==> src/rtl/rv_pkg.sv <==
// Shared RV32I encoding constants and the request class encoding.
// Used by the instruction encoder and by the main decoder tests.
package rv_pkg;

    typedef enum logic [2:0] {
        CLS_LW    = 3'd0,
        CLS_ITYPE = 3'd1,
        CLS_RTYPE = 3'd2,
        CLS_SW    = 3'd3,
        CLS_BEQ   = 3'd4,
        CLS_JAL   = 3'd5
    } cls_e;

    typedef enum logic [1:0] {
        ST_IDLE = 2'd0,
        ST_LOAD = 2'd1,
        ST_DONE = 2'd2
    } state_e;

    localparam logic [6:0] OP_LOAD   = 7'b0000011;
    localparam logic [6:0] OP_IMM    = 7'b0010011;
    localparam logic [6:0] OP_OP     = 7'b0110011;
    localparam logic [6:0] OP_STORE  = 7'b0100011;
    localparam logic [6:0] OP_BRANCH = 7'b1100011;
    localparam logic [6:0] OP_JAL    = 7'b1101111;

    localparam logic [2:0] F3_LW  = 3'b010;
    localparam logic [2:0] F3_SW  = 3'b010;
    localparam logic [2:0] F3_BEQ = 3'b000;

    // Branch and jump offsets are in half-words, so bit 0 must be clear.
    function automatic logic needs_even_imm(input logic [2:0] cls);
        return (cls == CLS_BEQ) || (cls == CLS_JAL);
    endfunction

endpackage

==> src/rtl/instr_pack.sv <==
// Combinational RV32I field packer.
// Maps a request class and its fields to a 32-bit word plus an illegal flag.
module instr_pack
    import rv_pkg::*;
(
    input  logic [2:0]  cls,
    input  logic [4:0]  rd,
    input  logic [4:0]  rs1,
    input  logic [4:0]  rs2,
    input  logic [2:0]  funct3,
    input  logic        funct7b5,
    input  logic [20:0] imm,
    output logic [31:0] word,
    output logic        illegal
);

    // Place each class's fields; unused fields stay zero.
    always_comb begin
        word    = 32'd0;
        illegal = 1'b0;
        case (cls)
            CLS_LW: begin
                word = {imm[11:0], rs1, F3_LW, rd, OP_LOAD};
            end
            CLS_ITYPE: begin
                word = {imm[11:0], rs1, funct3, rd, OP_IMM};
            end
            CLS_RTYPE: begin
                word = {1'b0, funct7b5, 5'b00000,
                        rs2, rs1, funct3, rd, OP_OP};
            end
            CLS_SW: begin
                word = {imm[11:5], rs2, rs1, F3_SW,
                        imm[4:0], OP_STORE};
            end
            CLS_BEQ: begin
                word = {imm[12], imm[10:5], rs2, rs1, F3_BEQ,
                        imm[4:1], imm[11], OP_BRANCH};
            end
            CLS_JAL: begin
                word = {imm[20], imm[10:1], imm[11], imm[19:12],
                        rd, OP_JAL};
            end
            default: begin
                illegal = 1'b1;
            end
        endcase
        if (needs_even_imm(cls) && imm[0]) begin
            illegal = 1'b1;
        end
    end

endmodule

==> src/rtl/instr_encoder.sv <==
// Instruction encoder: accepts encode requests and streams RV32I words
// into instruction memory during a start-initiated load session.
module instr_encoder
    import rv_pkg::*;
#(
    parameter int DEPTH = 64
) (
    input  logic        clk,
    input  logic        rst_n,
    input  logic        start,
    input  logic        in_valid,
    output logic        in_ready,
    input  logic [2:0]  in_class,
    input  logic        in_last,
    input  logic [4:0]  rd,
    input  logic [4:0]  rs1,
    input  logic [4:0]  rs2,
    input  logic [2:0]  funct3,
    input  logic        funct7b5,
    input  logic [20:0] imm,
    output logic        mem_we,
    output logic [31:0] mem_addr,
    output logic [31:0] mem_wdata,
    output logic [10:0] count,
    output logic        busy,
    output logic        done,
    output logic        err
);

    localparam logic [10:0] DEPTH_C = 11'(DEPTH);

    state_e      state;
    state_e      state_nx;
    logic [31:0] word;
    logic        illegal;
    logic        accept;
    logic        fills;

    instr_pack u_pack (
        .cls      (in_class),
        .rd       (rd),
        .rs1      (rs1),
        .rs2      (rs2),
        .funct3   (funct3),
        .funct7b5 (funct7b5),
        .imm      (imm),
        .word     (word),
        .illegal  (illegal)
    );

    // The word count doubles as the write pointer.
    assign in_ready = (state == ST_LOAD) && (count < DEPTH_C) && !start;
    assign accept   = in_valid && in_ready;
    assign fills    = !illegal && (count + 11'd1 == DEPTH_C);
    assign busy     = (state == ST_LOAD);
    assign done     = (state == ST_DONE);

    // State register.
    always_ff @(posedge clk or negedge rst_n) begin
        if (!rst_n) begin
            state <= ST_IDLE;
        end else begin
            state <= state_nx;
        end
    end

    // Next state: start wins; a session ends on last or on full memory.
    always_comb begin
        state_nx = state;
        if (start) begin
            state_nx = ST_LOAD;
        end else if (accept && (in_last || fills)) begin
            state_nx = ST_DONE;
        end
    end

    // Write strobe, address/data registers, word count and error pulse.
    always_ff @(posedge clk or negedge rst_n) begin
        if (!rst_n) begin
            mem_we    <= 1'b0;
            mem_addr  <= 32'd0;
            mem_wdata <= 32'd0;
            count     <= 11'd0;
            err       <= 1'b0;
        end else begin
            mem_we <= 1'b0;
            err    <= 1'b0;
            if (start) begin
                count <= 11'd0;
            end else if (accept) begin
                if (illegal) begin
                    err <= 1'b1;
                end else begin
                    mem_we    <= 1'b1;
                    mem_addr  <= {19'd0, count, 2'b00};
                    mem_wdata <= word;
                    count     <= count + 11'd1;
                end
            end
        end
    end

endmodule

==> config.mk <==
export PLATFORM = sky130hd
export DESIGN_NAME = instr_encoder
export DESIGN_NICKNAME = d
export VERILOG_FILES = /design/src/rtl/rv_pkg.sv /design/src/rtl/instr_pack.sv /design/src/rtl/instr_encoder.sv
export SDC_FILE = /design/constraint.sdc
export NUM_CORES = 1
export LEC_CHECK = 0
export ABC_CLOCK_PERIOD_IN_PS = 2450
export BUFFER_PORTS_ARGS = -buffer_cell sky130_fd_sc_hd__buf_2
export CAP_MARGIN = 20
export CORE_MARGIN = 3
export CORE_UTILIZATION = 35
export CTS_BUF_LIST = sky130_fd_sc_hd__clkbuf_8 sky130_fd_sc_hd__clkbuf_16
export CTS_CLUSTER_DIAMETER = 60
export DETAILED_ROUTE_END_ITERATION = 12
export PLACE_DENSITY = 0.66
export SYNTH_ARGS = -nofsm -noshare
export SYNTH_HDL_FRONTEND = slang
export SYNTH_HIERARCHICAL = 1
export SYNTH_SLANG_ARGS = --single-unit
==> constraint.sdc <==
create_clock -name clk -period 2.45 [get_ports clk]
set_input_delay 0.245 -clock clk [delete_from_list [all_inputs] [get_ports clk]]
set_output_delay 0.245 -clock clk [all_outputs]
set_load 0.02 [all_outputs]
After elaboration in Yosys (flattened, before gate mapping) --
Cells that the tools add are included.
Storage, ports and cells: bits in registers 58, output and inout port bits 80
Cells by class: equality and inequality tests 9, mux-type cells 14, reduce and logical (&&, ||, !) cells 16, $lt $le $gt $ge 1, add/subtract/negate cells 1, bitwise operators 2
Operators with widths (count):
- $pmux W32 S6 | 1
- $mux W11 | 3
- $add A11 B1 Y11 const B | 1
- $eq A11 B7 Y1 const B | 1
- $lt A11 B7 Y1 const B | 1
- $mux W1 | 8
- $eq A3 B2 Y1 const B | 2
- $eq A3 B3 Y1 const B | 2
- $logic_and A1 B1 Y1 | 6
- $reduce_or A6 Y1 | 1
- $mux W2 | 2
- $reduce_bool A2 Y1 | 2
- $eq A3 B1 Y1 const B | 1
- $logic_not A3 Y1 | 1
- $reduce_and A3 Y1 | 1
- $eq A2 B1 Y1 const B | 1
- $eq A2 B2 Y1 const B | 1
- $logic_not A1 Y1 | 2
- $logic_or A1 B1 Y1 | 2
- $ne A2 B2 Y1 const B | 1
- $not A1 Y1 | 2
- $reduce_and A2 Y1 | 1

Logic depth before layout (Yosys ltp) --
Gate-level depths: netlist of the first run.
depth in word-level cells 10, gate-level depth with buffers 8

By module --
Netlist of the first run, hierarchy kept.
Modules (own cells, without submodules):
- instr_encoder | area each 2568.7 um2, seq. area each 1451.4 um2, cells an instance 195, times used 1
- instr_pack | area each 579.3 um2, seq. area each 0.0 um2, cells an instance 93, times used 1

Least setup slack after synthesis of the first run --
OpenSTA, ideal clock, no wires.
path type flip-flop to flip-flop, start register count[6], end register mem_addr[2], path buffers 1, path slack 228 ps, stages on the path, launching flop included 5, data required time 2325 ps, arrival 2097 ps, library setup time 125 ps, path through dfrtp_1 > or4_4 > nor4b_4 > buf_6 > mux2_2
On the way: cells in the longest elaborated chain, start to end 5
RTL lines:
- start, declared | RTL line instr_encoder.sv:24 | output logic [10:0] count,
- start signal, assigned | RTL line instr_encoder.sv:97 | count <= count + 11'd1;
- $lt A11 B7 Y1 | RTL line instr_encoder.sv:52 | assign in_ready = (state == ST_LOAD) && (count < DEPTH_C) && !start;
- $logic_and A1 B1 Y1 (2 in a row) | RTL line instr_encoder.sv:52
- $logic_and A1 B1 Y1 | RTL line instr_encoder.sv:53 | assign accept = in_valid && in_ready;
- $reduce_and A3 Y1 (no source line)
- end signal, assigned | RTL line instr_encoder.sv:95 | mem_addr <= {19'd0, count, 2'b00};
- end, declared | RTL line instr_encoder.sv:22 | output logic [31:0] mem_addr,
Every way passes these cells. A chain may end at the register's enable or synchronous reset.

Worst setup path in the final report of the first run --
start register count[6], end register mem_addr[5]
Same word-level chain as after synthesis.

==> flow_summary.yaml, run 1 <==
floorplan:
  die_y_um: 101
  rows: 33
  core_sq_um: 8460
  fp.dieW_um: 101
  initial_core_util: 0.372
  boundaryPins: 128
  die_area_sq_um: 10200
job:
  drv_cap: 0
placement:
  dp_cells: 486
  dp_hpwl_um: 5490
  place_area_sq_um: 3650
  port_buffers: 106
  place_ws_ns: 0.314
  gp_congestion: 0.800
cells_and_area:
  fin_area_sq_um: 3840
  diodes: 0
  drive_gt1_frac: 0.442
  multi_input_area_sq_um: 1440
  nets: 443
  final_cells: 503
  regArea_sq_um: 1450
  fin_util: 0.454
  area_growth_pct: 22.1
  fill_cells: 828
worst_setup_path:
  max_stage_delay_ns: 0.55
  r2r_cells: 4
  required_ns: 2.65
  worstPathArrival_ns: 2.31
  critPathLaunch: "count[6]"
  start_kind: "flop"
  cp_max_fo: 21
  crit_chain: "or4_4 -> nor4b_4 -> buf_4 -> mux2_2"
  rr_endpoint: "mem_addr[5]"
  critical_path_class: "reg2reg"
  cp_slowest_cell: "or4_4"
  cp-end-kind: "flop"
  endpoint: "mem_addr[5]"
  worst-path-stages: 4
  ff2ff_setup_slack_ns: 0.33
  path_buf_inv: 1
  rr_startpoint: "count[6]"
  crit_family: "simple AND/OR/NAND/NOR gates"
grt:
  grt_max_degree: 59
  grt-ovfl-total: 0
  track_usage: 0.153
  antenna_found_initial: 0
  grt_pass1_vias: 2387
  grt_pass1_wl_um: 12400
routing:
  dr.pass1.iters: 4
  drc: 0
  vias: 2483
  via_per_inst: 4.94
  wl_per_cell_um: 15.1
  drtAntennaViolNets: 0
  drt_iter0_markers: 116
  wl_um: 7610
sta:
  period_minus_slack_ns: 2.12
  max_freq_mhz: 473
  fin_setup_tns_ns: 0
  rsz0062_at_grt: "false"
  slew_viol_final: 0
  setup_slack_ns: 0.335
  hold_slack_ns: 0.223
  finalSetupViolations: 0
  final-hold-violation-count: 0
  worst_pin_slew_ns: 0.643
  fin_worst_skew_ns: 0.00818
  fin_crit_sh: 0.863
  slew_headroom: 0.565
clock_network:
  postCtsSetupRepairBufs: 0
  h-tree-depth: 3
  clk_pin_slew_worst_paths_ns: 0.06
  numCtsBuffers: 9
  cts_tree: "built"
  clk_path_buf_depth: 2
  root_buffer: "clkbuf_8"
  clock_latency_ns: 0.32
  cts_sinks: 58
logic_synthesis:
  avgSynthCellArea_sq_um: 10.9
  synth_edf_count: 0
  synth_cells: 288
  async_flop_share: 1.00
  yosys_warnings: 6
  synth_cell_types: 49
  yosys_register_bits: 58
  synth_flop_cell: "dfrtp_1"
  netlist_area_sq_um: 3150
  yosysSeqAreaShare: 0.461
worst_hold_path:
  hold_class: "in2reg"
  hold_path_startpoint: "start"
pwr:
  totalPowerFinal_mw: 2.77
  p_per_area_nw_per_um2: 720
  vdd_drop_max_mv: 0.302
  p_leak_nw: 1.99
run_status:
  status: "finished clean"
-- cell usage after synthesis (all sizes together), types with 3 or more instances --
master,n,area share
and2b,5,0.013
buf,37,0.093
nand3,18,0.029
and3,3,0.0060
inv,10,0.012
nand2,9,0.011
dfrtp,58,0.46
nor2,10,0.015
a22oi,6,0.014
and2,6,0.012
mux2i,7,0.022
mux2,39,0.14
o21ai,25,0.040
nand4,3,0.0060
a21oi,8,0.013
nor2b,10,0.021
nor3,3,0.0083
o22ai,5,0.0099
-- cells in the final DEF, fill, tap and decap left out, drive strengths merged, types with 6 or more instances in the layout --
master,instances
buf,111
mux2,39
clkbuf,12
nand2,9
nor2,10
dfrtp,58
nand3,18
a21oi,8
conb,21
inv,12
mux2i,7
nor2b,10
a22oi,6
o21ai,25
and2,6
-- area by class of cell --
class                           count  area share
Clock buffer                       12      0.0430
Clock inverter                      4     0.00456
Inverter                           10     0.00976
Multi-Input combinational cell    202       0.374
Sequential cell                    58       0.377
Tap cell                          105      0.0342
Timing Repair Buffer              112       0.157
-- cells by family (layout without fill, tap and decap cells) --
kind of cell | after synthesis | after routing | synth area share
xor gates and xnor gates | 2 | 2 | 0.00557
DFF | 58 | 58 | 0.461
buffers and inverters | 48 | 138 | 0.106
adders and majority gates | 2 | 2 | 0.00795
AOI/OAI and AO/OA | 56 | 56 | 0.111
and+or+nand+nor | 75 | 75 | 0.145
other | 1 | 21 | 0.00119
muxes | 46 | 46 | 0.162
-- layer usage --
layer  GRT usage  part of all wire  vias up
met5           0                 0        -
met4      0.0570             0.011        0
met3      0.0339             0.055        5
met2       0.239              0.48       77
met1       0.208              0.46     1211
li1            -                 -     1190
-- where the power goes --
| group | switching (mW) | total [mW] | internal (mW) |
|---|---|---|---|
| Clock | 0.365 | 0.805 | 0.440 |
| Combinational | 0.460 | 0.769 | 0.309 |
| Sequential | 0.0828 | 1.19 | 1.11 |
-- state kept, by name, summed over array words and instances (netlist names) --
| signal | flops |
|---|---|
| state | 2 |
| count | 11 |
| mem_wdata | 32 |
| mem_addr | 11 |
| mem_we | 1 |
| err | 1 |
-- repair_timing --
action                                 CTS  global route
hold buffers                             1             0
gates resized for setup                  0             0
endpoints found under the hold margin   58             0
-- how the worst min path moves through the flow --
stage	end	slack (ns)	cells after the start
after floorplan	count[0]	-0.05	0
after global placement	mem_wdata[3]	0.28	2
after detailed placement	mem_wdata[14]	0.28	2
after CTS	count[6]	0.20	2
after global routing	err	0.22	2
final	count[6]	0.22	2
No activity file was read; power rests on OpenSTA's default activity.
==> run 2: changes to the inputs <==
Settings changed: ABC_CLOCK_PERIOD_IN_PS 2450 to 2000.
Clock period 2.45 ns to 2 ns, I/O delays scaled along.
==> run 2 against run 1 <==
Die area stayed put. The run now ends with setup timing left. Critical path type unchanged. Sequential power increased by 24%. Critical path depth grew 2.
==> flow_summary.yaml, run 2 (synthesis gave the netlist of run 1 again) <==
grt:
  use_met1: 0.235
  grt_pass1_wl_um: 13500
  grt_max_degree: 31
  use_met2: 0.266
  track_usage: 0.170
  grt-busiest-layer: "met2"
  grt_pass1_vias: 2580
  antenna_found_initial: 0
  grt-ovfl-total: 0
  met3_usage: 0.0339
cells_and_area:
  mostFrequentLayoutCells: "buf_2 (106), dfrtp_1 (56), mux2_4 (38), o21ai_0 (21), conb_1 (21)"
  fin_util: 0.496
  multi_input_area_sq_um: 1590
  drive_gt1_frac: 0.483
  largest_reg_flops: 32
  final_common_cell: "buf_2"
  top_register: "mem_wdata"
  diodes: 0
  area_growth_pct: 33.3
  regArea_sq_um: 1450
  nets: 465
  final_cells: 523
  fill_cells: 764
  top_regs: "mem_wdata (32), count (11), mem_addr (11)"
worst_setup_path:
  critical_path_class: "reg2reg"
  cp-end-kind: "flop"
  start_kind: "flop"
  rr_endpoint: "mem_addr[2]"
  endpoint: "mem_addr[2]"
  rr_startpoint: "count[9]"
  r2r_cells: 6
  cp_max_fo: 6
  worstPathArrival_ns: 2.29
  critPathLaunch: "count[9]"
  ff2ff_setup_slack_ns: -0.07
  required_ns: 2.21
routing:
  drc: 0
  via_per_inst: 4.99
  vias: 2611
  dr.pass1.iters: 4
  wl_um: 8540
  wl_per_cell_um: 16.3
  drt_iter0_markers: 139
  drtAntennaViolNets: 0
placement:
  port_buffers: 106
  dp_cells: 498
  gp_congestion: 0.828
  place_ws_ns: -0.0382
  dp_hpwl_um: 5780
run_status:
  violations: "setup timing"
  status: "complete, but fails checks"
floorplan:
  boundaryPins: 128
  initial_core_util: 0.372
  die_y_um: 101
  core_sq_um: 8460
  rows: 33
  die_area_sq_um: 10200
  fp.dieW_um: 101
sta:
  setup_slack_ns: -0.0749
  final-hold-violation-count: 0
  rsz0062_at_grt: "true"
  worst_pin_slew_ns: 0.522
  max_freq_mhz: 482
  finalSetupViolations: 38
  slew_headroom: 0.650
  slew_viol_final: 0
  fin_worst_skew_ns: 0.0109
  fin_crit_sh: 1.04
  period_minus_slack_ns: 2.07
pwr:
  vdd_drop_max_mv: 0.381
  totalPowerFinal_mw: 3.50
  p_leak_nw: 2.20
  p_per_area_nw_per_um2: 834
worst_hold_path:
  hold_class: "in2reg"
clock_network:
  clk_path_buf_depth: 2
  clk_pin_slew_worst_paths_ns: 0.07
  cts_sinks: 58
  h-tree-depth: 3
  clock_latency_ns: 0.33
  numCtsBuffers: 9
  root_buffer: "clkbuf_8"
  cts_tree: "built"
job:
  drv_cap: 0
-- run 2: cell types whose count changed in the layout (fill, tap and decap cells not counted), sizes merged --
cell	delta
clkinv	+2
buf	+21
clkbuf	-1
inv	-2
-- run 2: worst min path at each step --
stage          startpoint      endpoint  slack (ns)  cells past startpoint
3_3_place_gp        rst_n  mem_wdata[6]        0.24                      2
4_1_cts          in_valid           err        0.18                      2
5_1_grt          in_valid           err        0.18                      2
3_5_place_dp        rst_n  mem_wdata[6]        0.25                      2
2_1_floorplan       rst_n      count[0]        -0.1                      0
6_report         in_valid           err        0.19                      2
-- run 2: final cells by class --
class                   instances  share of cell area
multi-input cells             202               0.379
repair buffers                134               0.197
clock inverters                 4             0.00477
inverters                      10             0.00894
flip-flops and latches         58               0.346
well taps                     105              0.0313
clock buffers                  10              0.0328
-- run 2: repair_timing --
item                                    in CTS  in global routing
cloned                                       2                  1
hold endpoints to repair                    58                  0
hold buffers                                 1                  0
endpoints found under the setup margin      42                 43
pin swaps                                    1                  5
buffers inserted                             2                  7
resized for setup                           29                 22
-- run 2: worst max-delay path, cell delays in order, from the launching register on --
cell	delay (ns)
dfrtp_2	0.40
or4b_4	0.56
nor4b_4	0.30
buf_6	0.16
buf_12	0.12
buf_8	0.12
mux2_4	0.29
-- run 2: metal layers --
| layer | part of all wire | up-vias |
|---|---|---|
| li1 | - | 1229 |
| met1 | 0.44 | 1282 |
| met2 | 0.49 | 93 |
| met3 | 0.059 | 7 |
| met4 | 0.010 | 0 |
| met5 | 0 | - |
-- run 2: power by group --
group	internal, mW	switching (mW)
registers	1.36	0.108
logic	0.524	0.605
clock network	0.460	0.443
-- run 2: stage by stage --
step                      setup TNS, ns  hold WS (ns)  area [sq um]
final                             -1.60         0.187          4200
after global routing              -4.74         0.183          4200
after CTS                        -0.383         0.176          4080
after detailed placement         -0.422         0.252          3740
after global placement                0         0.240          3740
after floorplan                   -6.21       -0.0956          3230
==> run 3: changes to the inputs <==
Settings changed: SETUP_SLACK_MARGIN set to 0.2.
==> run 3 against run 2 <==
The run still ends with setup timing left. Die area unchanged. Clock power up 24%. Routed wire length down 4.6%. Critical path depth down 1. Hold slack worse by 0.013 ns. Via count unchanged. Largest power group unchanged.
==> flow_summary.yaml, run 3 (synthesis gave the netlist of run 1 again) <==
job:
  drv_cap: 0
clock_network:
  h-tree-depth: 3
  clk_pin_slew_worst_paths_ns: 0.06
  clock_latency_ns: 0.34
  root_buffer: "clkbuf_8"
  cts_tree: "built"
  numCtsBuffers: 9
  clk_path_buf_depth: 2
  cts_sinks: 58
cells_and_area:
  fin_util: 0.501
  multi_input_area_sq_um: 1590
  regArea_sq_um: 1460
  top_register: "mem_wdata"
  drive_gt1_frac: 0.506
  final_cells: 520
  mostFrequentLayoutCells: "buf_2 (105), dfrtp_1 (55), o21ai_0 (21), conb_1 (21), mux2_2 (20)"
  top_regs: "mem_wdata (32), count (11), mem_addr (11)"
  diodes: 0
  fill_cells: 781
  area_growth_pct: 34.6
  largest_reg_flops: 32
  final_common_cell: "buf_2"
  nets: 461
pwr:
  p_leak_nw: 2.17
  switchingPower_mw: 1.15
  p_int_mw: 2.50
  seq_power_share: 0.401
  pwr-share-comb: 0.294
  switching_share: 0.316
  totalPowerFinal_mw: 3.65
  p_per_area_nw_per_um2: 862
  clkPwrFrac: 0.306
  vdd_drop_max_mv: 0.400
sta:
  fin_crit_sh: 1.01
  worst_pin_slew_ns: 0.620
  slew_headroom: 0.585
  period_minus_slack_ns: 2.03
  setup_slack_ns: -0.0281
  fin_setup_tns_ns: -0.489
  slew_viol_final: 0
  fin_worst_skew_ns: 0.00975
  finalSetupViolations: 32
  final-hold-violation-count: 0
  hold_slack_ns: 0.174
  max_freq_mhz: 493
  rsz0062_at_grt: "true"
grt:
  grt_pass1_wl_um: 12500
  antenna_found_initial: 0
  track_usage: 0.158
  grt_max_degree: 35
  grt-ovfl-total: 0
  grt_pass1_vias: 2484
routing:
  wl_um: 8150
  vias: 2611
  drc: 0
  drt_iter0_markers: 118
  drtAntennaViolNets: 0
  via_per_inst: 5.02
  dr.pass1.iters: 4
  wl_per_cell_um: 15.7
worst_setup_path:
  required_ns: 2.21
  start_kind: "flop"
  worstPathArrival_ns: 2.24
  cp-end-kind: "flop"
  critical_path_class: "reg2reg"
  cp_max_fo: 14
  r2r_cells: 5
floorplan:
  fp.dieW_um: 101
  core_sq_um: 8460
  initial_core_util: 0.372
  rows: 33
  die_area_sq_um: 10200
  boundaryPins: 128
  die_y_um: 101
worst_hold_path:
  hold_class: "in2reg"
  holdPathStages: 2
placement:
  dp_hpwl_um: 5680
  gp_congestion: 0.853
  port_buffers: 106
  dp_cells: 496
run_status:
  status: "complete, but fails checks"
  violations: "setup timing"
-- run 3: path summary, 6_finish.rpt --
check | start | to | slack, ns
worst max-delay path | state[1] | mem_wdata[1] | -0.03
worst min-delay path | in_valid | err | 0.17
worst max register to register | state[1] | mem_wdata[1] | -0.03
worst min register to register | mem_addr[11] | mem_addr[11] | 0.49
max in group asynchronous | rst_n | count[1] | 0.97
min in group asynchronous | rst_n | mem_wdata[14] | 0.42
-- run 3: layer usage --
metal | part of all wire | global-route usage | wire length [um]
met3 | 0.061 | 0.0401 | 494
met4 | 0.0098 | 0.0528 | 80
met1 | 0.43 | 0.204 | 3540
met5 | 0 | 0 | 0
met2 | 0.49 | 0.259 | 4030
-- run 3: power groups by stage --
stage                     combinational [mW]  clock (mW)  sequential (mW)
after floorplan                        0.411           0             1.71
after global placement                 0.970           0             1.48
after detailed placement               0.986           0             1.48
after CTS                               1.03        1.15             1.46
after global routing                    1.15        1.20             1.49
final                                   1.07        1.12             1.46
-- run 3: cell type report --
| type | count | share of cell area |
|---|---|---|
| multi-input cells | 202 | 0.376 |
| flip-flops and latches | 58 | 0.343 |
| repair buffers | 130 | 0.193 |
| clock buffers | 12 | 0.0390 |
| well taps | 105 | 0.0310 |
| clock inverters | 3 | 0.00916 |
| inverters | 10 | 0.00886 |
-- run 3: critical path, cell delays in order, from the launching register on --
cell and delay, ns:
dfrtp_1 0.38, or4b_4 0.56, nor4b_4 0.30, buf_6 0.18, buf_12 0.15, mux2_2 0.34
-- run 3: repair_timing --
action	in CTS	in global routing
pin swaps	1	2
buffers inserted	3	2
gates cloned	1	2
hold endpoints to repair	24	0
gates resized for setup	14	30
hold buffers	1	0
endpoints found under the setup margin	47	49
-- run 3: through the flow --
step,area (sq um),setup WS (ns)
2_1_floorplan,3240,-0.174
3_3_place_gp,3760,-0.0293
3_5_place_dp,3760,-0.0675
4_1_cts,4070,-0.0515
5_1_grt,4240,-0.0978
6_report,4240,-0.0281
